[src/rtl/elevator_pkg.sv]
// Shared definitions for the elevator call-register slice: floor count default,
// service direction encoding, floor index type and scan FSM state codes.
package elevator_pkg;

  localparam int FLOORS_DEFAULT = 10;

  localparam logic DIR_DOWN = 1'b0;
  localparam logic DIR_UP   = 1'b1;

  typedef logic [$clog2(FLOORS_DEFAULT)-1:0] floor_t;

  typedef logic [1:0] scan_state_t;
  localparam scan_state_t S_IDLE = 2'd0;
  localparam scan_state_t S_SCAN = 2'd1;
  localparam scan_state_t S_DONE = 2'd2;

endpackage

[src/rtl/call_button_filter.sv]
// Per-vector button front end: optional debounce (CALL_DEBOUNCE_EN) followed by
// rising-edge detection, producing a one-cycle press pulse per bit.
module call_button_filter #(
  parameter int N               = 10,
  parameter int DEBOUNCE_CYCLES = 4
) (
  input  logic         clock,
  input  logic         reset,
  input  logic [N-1:0] btn_in,
  output logic [N-1:0] press_pulse
);

`ifdef CALL_DEBOUNCE_EN
  localparam int             DBW     = $clog2(DEBOUNCE_CYCLES + 1);
  localparam logic [DBW-1:0] DB_LAST = DBW'(DEBOUNCE_CYCLES - 1);

  logic [N-1:0]   stable_q, stable_d;
  logic [N-1:0]   pulse_q, pulse_d;
  logic [DBW-1:0] cnt_q [N];
  logic [DBW-1:0] cnt_d [N];

  // A bit flips its stable value only after DEBOUNCE_CYCLES disagreeing samples.
  always_comb begin
    stable_d = stable_q;
    pulse_d  = '0;
    for (int i = 0; i < N; i++) begin
      cnt_d[i] = '0;
      if (btn_in[i] != stable_q[i]) begin
        if (cnt_q[i] == DB_LAST) begin
          stable_d[i] = btn_in[i];
          pulse_d[i]  = btn_in[i];
        end else begin
          cnt_d[i] = cnt_q[i] + DBW'(1);
        end
      end else begin
        cnt_d[i] = '0;
      end
    end
  end

  // Debounce state registers.
  always_ff @(posedge clock) begin
    if (reset) begin
      stable_q <= '0;
      pulse_q  <= '0;
      for (int i = 0; i < N; i++) cnt_q[i] <= '0;
    end else begin
      stable_q <= stable_d;
      pulse_q  <= pulse_d;
      for (int i = 0; i < N; i++) cnt_q[i] <= cnt_d[i];
    end
  end

  assign press_pulse = pulse_q;
`else
  logic [N-1:0] btn_q;

  // Previous-cycle copy of the (already synchronous) buttons for edge detection.
  always_ff @(posedge clock) begin
    if (reset) begin
      btn_q <= '0;
    end else begin
      btn_q <= btn_in;
    end
  end

  assign press_pulse = btn_in & ~btn_q;
`endif

endmodule

[src/rtl/elevator_call_register.sv]
// Elevator request front end: latches button presses, clears served requests and
// republishes above/below summaries via a one-floor-per-cycle scan. Macro: CALL_DEBOUNCE_EN.
module elevator_call_register
  import elevator_pkg::*;
#(
  parameter int FLOORS          = FLOORS_DEFAULT,
  parameter int FW              = $clog2(FLOORS),
  parameter int CW              = $clog2(FLOORS + 1),
  parameter int DEBOUNCE_CYCLES = 4
) (
  input  logic              clock,
  input  logic              reset,
  input  logic              off_btn,
  input  logic [FW-1:0]     position,
  input  logic [FLOORS-1:0] hall_up_btn,
  input  logic [FLOORS-1:0] hall_dn_btn,
  input  logic [FLOORS-1:0] car_btn,
  input  logic              serve_valid,
  input  logic [FW-1:0]     serve_floor,
  input  logic              serve_dir,
  output logic              serve_ack,
  output logic [FLOORS-1:0] pressed_up,
  output logic [FLOORS-1:0] pressed_dn,
  output logic [FLOORS-1:0] destination,
  output logic [CW-1:0]     count_up,
  output logic [CW-1:0]     count_down,
  output logic [FW-1:0]     nearest_up,
  output logic [FW-1:0]     nearest_down,
  output logic              up_found,
  output logic              down_found,
  output logic              summary_valid
);

  // Top floor has no up button and ground floor has no down button.
  localparam logic [FLOORS-1:0] UP_MASK  = {1'b0, {(FLOORS-1){1'b1}}};
  localparam logic [FLOORS-1:0] DN_MASK  = {{(FLOORS-1){1'b1}}, 1'b0};
  localparam logic [FW-1:0]     LAST_IDX = FW'(FLOORS - 1);

  logic [FLOORS-1:0] up_pulse_s, dn_pulse_s, car_pulse_s;
  logic [FLOORS-1:0] clr_up_s, clr_dn_s, clr_dest_s;
  logic [FLOORS-1:0] pressed_up_q, pressed_up_d, pressed_dn_q, pressed_dn_d;
  logic [FLOORS-1:0] destination_q, destination_d, snap_req_q, snap_req_d;
  logic              serve_ack_q, serve_ack_d, dirty_q, dirty_d, dirty_set_s, dirty_clr_s;
  logic [FW-1:0]     position_q, snap_pos_q, snap_pos_d, idx_q, idx_d;
  scan_state_t       state_q, state_d;
  logic [CW-1:0]     scan_cnt_up_q, scan_cnt_up_d, scan_cnt_dn_q, scan_cnt_dn_d;
  logic [FW-1:0]     scan_near_up_q, scan_near_up_d, scan_near_dn_q, scan_near_dn_d;
  logic              scan_found_up_q, scan_found_up_d, scan_found_dn_q, scan_found_dn_d;
  logic [CW-1:0]     count_up_q, count_up_d, count_down_q, count_down_d;
  logic [FW-1:0]     nearest_up_q, nearest_up_d, nearest_down_q, nearest_down_d;
  logic              up_found_q, up_found_d, down_found_q, down_found_d;
  logic              summary_valid_q, summary_valid_d;

  call_button_filter #(.N(FLOORS), .DEBOUNCE_CYCLES(DEBOUNCE_CYCLES)) u_filt_up (
    .clock(clock), .reset(reset), .btn_in(hall_up_btn), .press_pulse(up_pulse_s));
  call_button_filter #(.N(FLOORS), .DEBOUNCE_CYCLES(DEBOUNCE_CYCLES)) u_filt_dn (
    .clock(clock), .reset(reset), .btn_in(hall_dn_btn), .press_pulse(dn_pulse_s));
  call_button_filter #(.N(FLOORS), .DEBOUNCE_CYCLES(DEBOUNCE_CYCLES)) u_filt_car (
    .clock(clock), .reset(reset), .btn_in(car_btn), .press_pulse(car_pulse_s));

  // Serve decode; out-of-range floors still acknowledge but clear nothing.
  always_comb begin
    clr_up_s    = '0;
    clr_dn_s    = '0;
    clr_dest_s  = '0;
    serve_ack_d = serve_valid;
    if (serve_valid && (32'(serve_floor) < FLOORS)) begin
      clr_dest_s[serve_floor] = 1'b1;
      clr_up_s[serve_floor]   = (serve_dir == DIR_UP);
      clr_dn_s[serve_floor]   = (serve_dir == DIR_DOWN);
    end else begin
      clr_dest_s = '0;
    end
  end

  // Request vectors: clear beats set, off discards everything including new presses.
  always_comb begin
    if (off_btn) begin
      pressed_up_d  = '0;
      pressed_dn_d  = '0;
      destination_d = '0;
    end else begin
      pressed_up_d  = (pressed_up_q  | (up_pulse_s & UP_MASK)) & ~clr_up_s;
      pressed_dn_d  = (pressed_dn_q  | (dn_pulse_s & DN_MASK)) & ~clr_dn_s;
      destination_d = (destination_q | car_pulse_s)            & ~clr_dest_s;
    end
    dirty_set_s = off_btn || (position != position_q) || (pressed_up_d != pressed_up_q)
               || (pressed_dn_d != pressed_dn_q) || (destination_d != destination_q);
  end

  // Scan FSM: snapshot, walk floors 0..FLOORS-1, then publish.
  always_comb begin
    state_d         = state_q;
    dirty_clr_s     = 1'b0;
    snap_pos_d      = snap_pos_q;
    snap_req_d      = snap_req_q;
    idx_d           = idx_q;
    scan_cnt_up_d   = scan_cnt_up_q;
    scan_cnt_dn_d   = scan_cnt_dn_q;
    scan_near_up_d  = scan_near_up_q;
    scan_near_dn_d  = scan_near_dn_q;
    scan_found_up_d = scan_found_up_q;
    scan_found_dn_d = scan_found_dn_q;
    count_up_d      = count_up_q;
    count_down_d    = count_down_q;
    nearest_up_d    = nearest_up_q;
    nearest_down_d  = nearest_down_q;
    up_found_d      = up_found_q;
    down_found_d    = down_found_q;
    summary_valid_d = summary_valid_q;
    case (state_q)
      S_IDLE: begin
        if (dirty_q) begin
          snap_pos_d      = position;
          snap_req_d      = pressed_up_q | pressed_dn_q | destination_q;
          dirty_clr_s     = 1'b1;
          idx_d           = '0;
          summary_valid_d = 1'b0;
          scan_cnt_up_d   = '0;
          scan_cnt_dn_d   = '0;
          scan_near_up_d  = position;
          scan_near_dn_d  = position;
          scan_found_up_d = 1'b0;
          scan_found_dn_d = 1'b0;
          state_d         = S_SCAN;
        end else begin
          state_d = S_IDLE;
        end
      end
      S_SCAN: begin
        if (snap_req_q[idx_q] && (idx_q > snap_pos_q)) begin
          scan_cnt_up_d = scan_cnt_up_q + CW'(1);
          if (!scan_found_up_q) begin
            scan_near_up_d  = idx_q;
            scan_found_up_d = 1'b1;
          end else begin
            scan_near_up_d = scan_near_up_q;
          end
        end else if (snap_req_q[idx_q] && (idx_q < snap_pos_q)) begin
          scan_cnt_dn_d   = scan_cnt_dn_q + CW'(1);
          scan_near_dn_d  = idx_q;
          scan_found_dn_d = 1'b1;
        end else begin
          scan_cnt_up_d = scan_cnt_up_q;
        end
        if (idx_q == LAST_IDX) begin
          state_d = S_DONE;
        end else begin
          idx_d = idx_q + FW'(1);
        end
      end
      S_DONE: begin
        count_up_d      = scan_cnt_up_q;
        count_down_d    = scan_cnt_dn_q;
        nearest_up_d    = scan_near_up_q;
        nearest_down_d  = scan_near_dn_q;
        up_found_d      = scan_found_up_q;
        down_found_d    = scan_found_dn_q;
        summary_valid_d = 1'b1;
        state_d         = S_IDLE;
      end
      default: state_d = S_IDLE;
    endcase
    // A change during the snapshot cycle must survive the clear.
    dirty_d = dirty_set_s | (dirty_q & ~dirty_clr_s);
  end

  // State registers; reset leaves dirty set so the first scan publishes zeros.
  always_ff @(posedge clock) begin
    if (reset) begin
      pressed_up_q <= '0;  pressed_dn_q <= '0;  destination_q <= '0;
      serve_ack_q <= 1'b0; dirty_q <= 1'b1;     position_q <= '0;
      state_q <= S_IDLE;   snap_pos_q <= '0;    snap_req_q <= '0;  idx_q <= '0;
      scan_cnt_up_q <= '0; scan_cnt_dn_q <= '0; scan_near_up_q <= '0; scan_near_dn_q <= '0;
      scan_found_up_q <= 1'b0; scan_found_dn_q <= 1'b0;
      count_up_q <= '0;    count_down_q <= '0;  nearest_up_q <= '0; nearest_down_q <= '0;
      up_found_q <= 1'b0;  down_found_q <= 1'b0; summary_valid_q <= 1'b0;
    end else begin
      pressed_up_q <= pressed_up_d; pressed_dn_q <= pressed_dn_d; destination_q <= destination_d;
      serve_ack_q <= serve_ack_d;   dirty_q <= dirty_d;          position_q <= position;
      state_q <= state_d; snap_pos_q <= snap_pos_d; snap_req_q <= snap_req_d; idx_q <= idx_d;
      scan_cnt_up_q <= scan_cnt_up_d;   scan_cnt_dn_q <= scan_cnt_dn_d;
      scan_near_up_q <= scan_near_up_d; scan_near_dn_q <= scan_near_dn_d;
      scan_found_up_q <= scan_found_up_d; scan_found_dn_q <= scan_found_dn_d;
      count_up_q <= count_up_d;     count_down_q <= count_down_d;
      nearest_up_q <= nearest_up_d; nearest_down_q <= nearest_down_d;
      up_found_q <= up_found_d;     down_found_q <= down_found_d;
      summary_valid_q <= summary_valid_d;
    end
  end

  assign serve_ack     = serve_ack_q;
  assign pressed_up    = pressed_up_q;
  assign pressed_dn    = pressed_dn_q;
  assign destination   = destination_q;
  assign count_up      = count_up_q;
  assign count_down    = count_down_q;
  assign nearest_up    = nearest_up_q;
  assign nearest_down  = nearest_down_q;
  assign up_found      = up_found_q;
  assign down_found    = down_found_q;
  assign summary_valid = summary_valid_q;

endmodule

[config.mk]
export PLATFORM = sky130hd
export DESIGN_NAME = elevator_call_register
export DESIGN_NICKNAME = d
export VERILOG_FILES = /design/src/rtl/elevator_pkg.sv /design/src/rtl/call_button_filter.sv /design/src/rtl/elevator_call_register.sv
export SDC_FILE = /design/constraint.sdc
export NUM_CORES = 1
export LEC_CHECK = 0
export ABC_AREA = 1
export BUFFER_PORTS_ARGS = -buffer_cell sky130_fd_sc_hd__buf_2
export CAP_MARGIN = 20
export CORE_ASPECT_RATIO = 2
export CORE_MARGIN = 4
export CORE_UTILIZATION = 50
export CTS_CLUSTER_DIAMETER = 150
export DETAILED_ROUTE_END_ITERATION = 16
export PLACE_DENSITY = 0.73
export SLEW_MARGIN = 20
export SYNTH_ARGS = -nofsm -noshare
export SYNTH_HDL_FRONTEND = slang
export SYNTH_SLANG_ARGS = --single-unit
[constraint.sdc]
create_clock -name clock -period 2.2 [get_ports clock]
set_input_delay 0 -clock clock [delete_from_list [all_inputs] [get_ports clock]]
set_output_delay 0 -clock clock [all_outputs]
set_load 0.05 [all_outputs]
; Word-level counts from Yosys, hierarchy flattened
; Index checks and enable logic that the tools add are counted.
[op_classes]
addsub = 3
bitwise_logic = 23
n_reduce_logical = 17
shift = 0
multipliers = 0
eq_ne = 14
order_cmp = 6
div = 0
n_mux = 37
[op_table]
columns = op, count
row1 = $and 10x10->10, 7
row2 = $mux 10, 6
row3 = $not 10->10, 5
row4 = $mux 4, 10
row5 = $or 10x10->10, 4
row6 = $pmux 4 s2, 5
row7 = $ne 10x10->1, 3
row8 = $ne 2x2->1 const B, 7
row9 = $add 4x1->4 const B, 3
row10 = $lt 4x5->1 const B, 2
row11 = $or 10x9->10, 1
row12 = $and 9x9->9, 1
row13 = $mux 1, 9
row14 = $not 9->9, 1
row15 = $reduce_and 4->1, 2
row16 = $pmux 1 s2, 3
row17 = $reduce_and 3->1, 2
row18 = $bmux 1 s4, 1
row19 = $demux 1 s4, 1
row20 = $eq 4x4->1 const B, 1
row21 = $ge 4x1->1 const B, 1
row22 = $gt 4x4->1, 1
row23 = $logic_and 1x1->1, 4
row24 = $logic_or 1x1->1, 4
row25 = other kinds (13), 16
[totals]
latch_bits = 0
regBits = 122
mem_bits_ro = 0
elab_cells = 126
ramBits = 0
memories = 0
output_inout_bits = 50
inputBits = 43

; Longest topological paths before layout
[depth]
ltp_word = 14
depth_mapped = 13
depth_no_buf = 13

; By module
; From an unflattened synthesis, not the netlist that was laid out.
[unflattened]
hier_cells = 767
area_unflattened_um2 = 5422.7
[modules_own_cells]
columns = mod, area_each_um2, cells_each, seq_area_each_um2, n_inst
row1 = elevator_call_register, 4450.5, 644, 1861.8, 1
row2 = call_button_filter, 324.1, 41, 200.2, 3

; Worst setup path after synthesis
; Ideal clock, no wire load.
[synth_timing]
path_kind = flip-flop to flip-flop
startpoint = register idx_q[0]
endpoint = register scan_cnt_up_q[3]
n_path_buf = 1
setup_time_ns = 0.119
arrival_ns = 1.574
t_required_ns = 2.081
path_slack_ns = 0.507
period_less_slack_ns = 1.693
stages_incl_launch_ff = 12
path_cell_list = dfxtp_1 buf_4 inv_2 ha_1 nor2_1 o21ai_0 nand3_1 inv_1 nor2_1 nand2_1 nor3b_1 nor2_1
[synth_via]
elab_chain_len = 5
word_cells_on_any_way = 6
classes_between = 1 x order compare / 1 x eq/ne / 2 x mux / 2 x reduce/logical
[synth_rtl]
columns = element, line_no
row1 = from (decl), elevator_call_register.sv:44  ; logic [FW-1:0] position_q, snap_pos_q, snap_pos_d, idx_q, idx_d;
row2 = from (signal assigned), elevator_call_register.sv:181  ; state_q <= state_d; snap_pos_q <= snap_pos_d; snap_req_q <= snap_req_d; idx_q <= idx_d;
row3 = $bmux 1 s4, elevator_call_register.sv:131  ; if (snap_req_q[idx_q] && (idx_q > snap_pos_q)) begin
row4 = $mux 1 (not written as such), elevator_call_register.sv:131
row5 = $logic_and 1x1->1 *, elevator_call_register.sv:131
row6 = $ne 2x2->1 (no line) *, --
row7 = $reduce_and 3->1 (no line) *, --
row8 = to (signal assigned), elevator_call_register.sv:182  ; scan_cnt_up_q <= scan_cnt_up_d; scan_cnt_dn_q <= scan_cnt_dn_d;
row9 = to (decl), elevator_call_register.sv:46  ; logic [CW-1:0] scan_cnt_up_q, scan_cnt_up_d, scan_cnt_dn_q, scan_cnt_dn_d;
; Every way passes the cells marked *; elsewhere a longest branch is shown, timed or not. The select of a mux whose other input is x is not followed.
; A chain may end at the register's enable or synchronous reset.

; Worst setup path in the final report
[layout_timing]
startpoint = register idx_q[3]
endpoint = register scan_near_dn_q[2]
[layout_via]
elab_chain_len = 5
word_cells_on_any_way = 9
classes_between = 2 x order compare / 2 x eq/ne / 2 x mux / 3 x reduce/logical
[layout_rtl]
columns = element, line_no
row1 = $bmux 1 s4, "elevator_call_register.sv:131, elevator_call_register.sv:139"
row2 = $mux 1 (not written as such), "elevator_call_register.sv:131, elevator_call_register.sv:139"
row3 = $logic_and 1x1->1 (on tied branches), "elevator_call_register.sv:139, elevator_call_register.sv:131"
row4 = $ne 2x2->1 (no line), --
row5 = $reduce_and 4->1 (no line) *, --
row6 = to (signal assigned), elevator_call_register.sv:183  ; scan_near_up_q <= scan_near_up_d; scan_near_dn_q <= scan_near_dn_d;
row7 = to (decl), elevator_call_register.sv:47  ; logic [FW-1:0] scan_near_up_q, scan_near_up_d, scan_near_dn_q, scan_near_dn_d;
; Marked as above.

==> impl_metrics.tcl <==
set metrics [dict create \
    status "finished clean" \
    num_antenna_cells 0 \
    die_w_um 82.0 \
    routed_wl_um 15300 \
    place_area_um2 6020 \
    h-tree-depth 4 \
    setup_tns_ns 0 \
    multi_input_area_um2 2540 \
    start_util 0.516 \
    synth_xor_area_frac 0.00799 \
    cts_sinks 121 \
    fp.dieH_um 156 \
    yosys.area_share.simple 0.324 \
    path_class "reg -> reg" \
    r2r_start "idx_q[3]" \
    ys_types 34 \
    rsz0062_at_grt "no" \
    yosysWarningCount 0 \
    area_delta_synth_final_pct 26.3 \
    end_kind "flip-flop" \
    clk_path_buf_depth 2 \
    nFillCells 954 \
    yosys.area.top_type "dfxtp_1" \
    crit_fanout 12 \
    gp_congestion 0.912 \
    worstMarginPinSlew_ns 0.708 \
    yosysSeqAreaShare 0.442 \
    synthMuxAreaShare 0 \
    portBuffers 90 \
    r2r-end "scan_near_dn_q[2]" \
    die_area_um2 12800 \
    clkSlewWorstSetupHoldPaths_ns 0.05 \
    pin_count 93 \
    drc 0 \
    hpwlAfterDp_um 11200 \
    design_area_um2 6920 \
    hold_end "summary_valid" \
    coreArea_um2 10600 \
    synth_top_family_by_area "simple AND/OR/NAND/NOR gates" \
    cp.arrival_ns 2.25 \
    ys_seq_elements 121 \
    rows 53 \
    slew_viol_final 0 \
    via_per_inst 5.29 \
    grt_start_max_net_pins 56 \
    cts_root_buf "clkbuf_16" \
    cts_buffers 17 \
    routedWlPerCell_um 14.7 \
    postRouteAntennaNets 0 \
    grt_pass1_wl_um 25200 \
    synth_compound_area_frac 0.113 \
    powerDensity_nw_per_um2 827 \
    synthAdderAreaFrac 0.0183 \
    min_period_ns 1.90 \
    first_pass_iters 5 \
    finalCritPeriodShare 0.865 \
    setup.worst_path.start "idx_q[3]" \
    hold_viol_final 0 \
    min_path_type "in -> reg" \
    grt_pass1_vias 5497 \
    dr.first_iter.drc_count 260 \
    ir_worst_vdd_mv 0.646 \
    synth_top_area_frac 0.442 \
    max_freq_ghz 0.526 \
    hold_start "reset" \
    worstSkewPairLatency_ns 0.42 \
    dr_total_vias 5532 \
    synth_nets 826 \
    start_kind "flip-flop" \
    maxSlewHeadroom 0.526 \
    p_leak_nw 3.27 \
    p_total_w 0.00572 \
    hold_path_depth 2 \
    grt.total_usage 0.257 \
    post-place-cells 979 \
    num-nets-final 946 \
    setup_viol 0 \
    synthTopCellsByArea "dfxtp_1, nor2_1, nand2_1" \
    grt_overflow 0 \
    worst_hold_slack_ns 0.0209 \
    cts_tree "done" \
    final_cells 1045 \
    syn_area_um2 5480 \
    fin_worst_skew_ns 0.00793 \
    synth.avg_cell_area_um2 7.07 \
    drive_above_1_share 0.157 \
    synth_cells 775 \
    worstPathRequired_ns 2.55 \
    drv_cap 0 \
    rr_worst_depth 10 \
    seq_area_um2 2420 \
    ff2ff_setup_slack_ns 0.30 \
    grt_antenna_before_repair 0 \
]
==> cell usage in the layout (no fill, tap or decap), types with 5 or more instances in the layout <==
| cell type | count |
|---|---|
| a21oi_1 | 24 |
| a41oi_1 | 8 |
| buf_2 | 90 |
| buf_4 | 7 |
| clkbuf_16 | 17 |
| clkinv_2 | 5 |
| dfxtp_1 | 120 |
| dlygate4sd3_1 | 34 |
| ha_1 | 8 |
| inv_1 | 95 |
| nand2_1 | 122 |
| nand3_1 | 62 |
| nand4_1 | 24 |
| nor2_1 | 156 |
| nor3_1 | 8 |
| nor3b_1 | 11 |
| o21ai_0 | 72 |
| xor2_1 | 5 |
==> layout make-up <==
cell class,instances,area share
clock buffer,24,0.0696
clock inverter,8,0.0101
inverter,99,0.0537
multi-input combinational,524,0.367
sequential,121,0.350
tap,137,0.0248
timing repair buffer,132,0.125
==> stage by stage <==
| step | setup WS [ns] | utilization |
|---|---|---|
| 2_1_floorplan | 0.507 | - |
| 3_3_place_gp | 0.225 | 0.568 |
| 3_5_place_dp | 0.177 | 0.568 |
| 4_1_cts | 0.160 | 0.652 |
| 5_1_grt | 0.0749 | 0.652 |
| 6_report | 0.297 | 0.652 |
==> cell families after synthesis <==
| kind of cell | after synthesis |
|---|---|
| fa+ha+maj | 8 |
| flops | 121 |
| buf+inv | 130 |
| xor+xnor | 5 |
| simple gates | 398 |
| compound gates | 113 |
==> worst max-delay path by stage <==
stage               slack (ns)                end  depth (start not counted)
floorplan                 0.51   scan_cnt_up_q[3]                         11
global placement          0.22  scan_near_dn_q[3]                         10
detailed placement        0.18  scan_near_dn_q[3]                         10
CTS                       0.16  scan_near_dn_q[3]                         10
global route              0.07  scan_near_dn_q[1]                         10
finish                    0.30  scan_near_dn_q[2]                         10
==> critical path: stages, from the launching register on <==
cell and delay [ns]:
dfxtp_1 0.44, ha_1 0.29, nand2_1 0.09, inv_1 0.04
o21ai_0 0.06, nand3_1 0.11, nor2_1 0.10, nand2_1 0.25
nand2_1 0.24, nand2_1 0.08, a21oi_1 0.14
==> layer usage <==
layer,vias up,wire length (µm),GRT usage
met2,209,8220,0.462
met4,0,903,0.163
met1,2522,5470,0.256
met5,-,0,0
li1,2740,-,-
met3,61,725,0.0538
==> timing repair <==
item / in CTS / in global routing
endpoints found under the setup margin: 0 / 3
hold buffers: 34 / 0
setup buffers: 0 / 0
endpoints found under the hold margin: 44 / 0
resized for setup: 0 / 1
==> power by group <==
part / internal (W) / total, W / switching [W]
Sequential: 0.00230 / 0.00236 / 0.0000614
Clock: 0.00163 / 0.00259 / 0.000963
Combinational: 0.000261 / 0.000766 / 0.000505
==> cell usage after synthesis <==
cell type	number
a21oi_1	24
nor2_4	3
inv_1	95
dfxtp_1	121
nor3_1	8
nor2_8	1
o211ai_1	2
buf_1	1
inv_2	4
nor2_1	156
nand3_2	4
buf_6	1
buf_8	1
o21ai_2	1
o22ai_1	1
buf_4	2
nand2_2	2
clkbuf_1	21
ha_1	8
o21bai_1	2
nand2_4	1
nand2_1	122
o22a_1	1
a41oi_1	8
nand3_1	62
nand3b_1	3
xor2_1	5
a21boi_0	1
nor3b_1	11
or2_1	1
o21ai_0	72
buf_2	5
nand4_1	24
a211oi_1	1
==> state kept, by name (all words and copies together) (netlist names), 9 cells and up <==
| signal | flops |
|---|---|
| pressed_dn | 10 |
| snap_req_q | 10 |
| u_filt_car.btn_q | 10 |
| u_filt_up.btn_q | 9 |
| pressed_up | 10 |
| destination | 10 |
| u_filt_dn.btn_q | 9 |
Note: power is estimated with default switching activity, not from simulation.
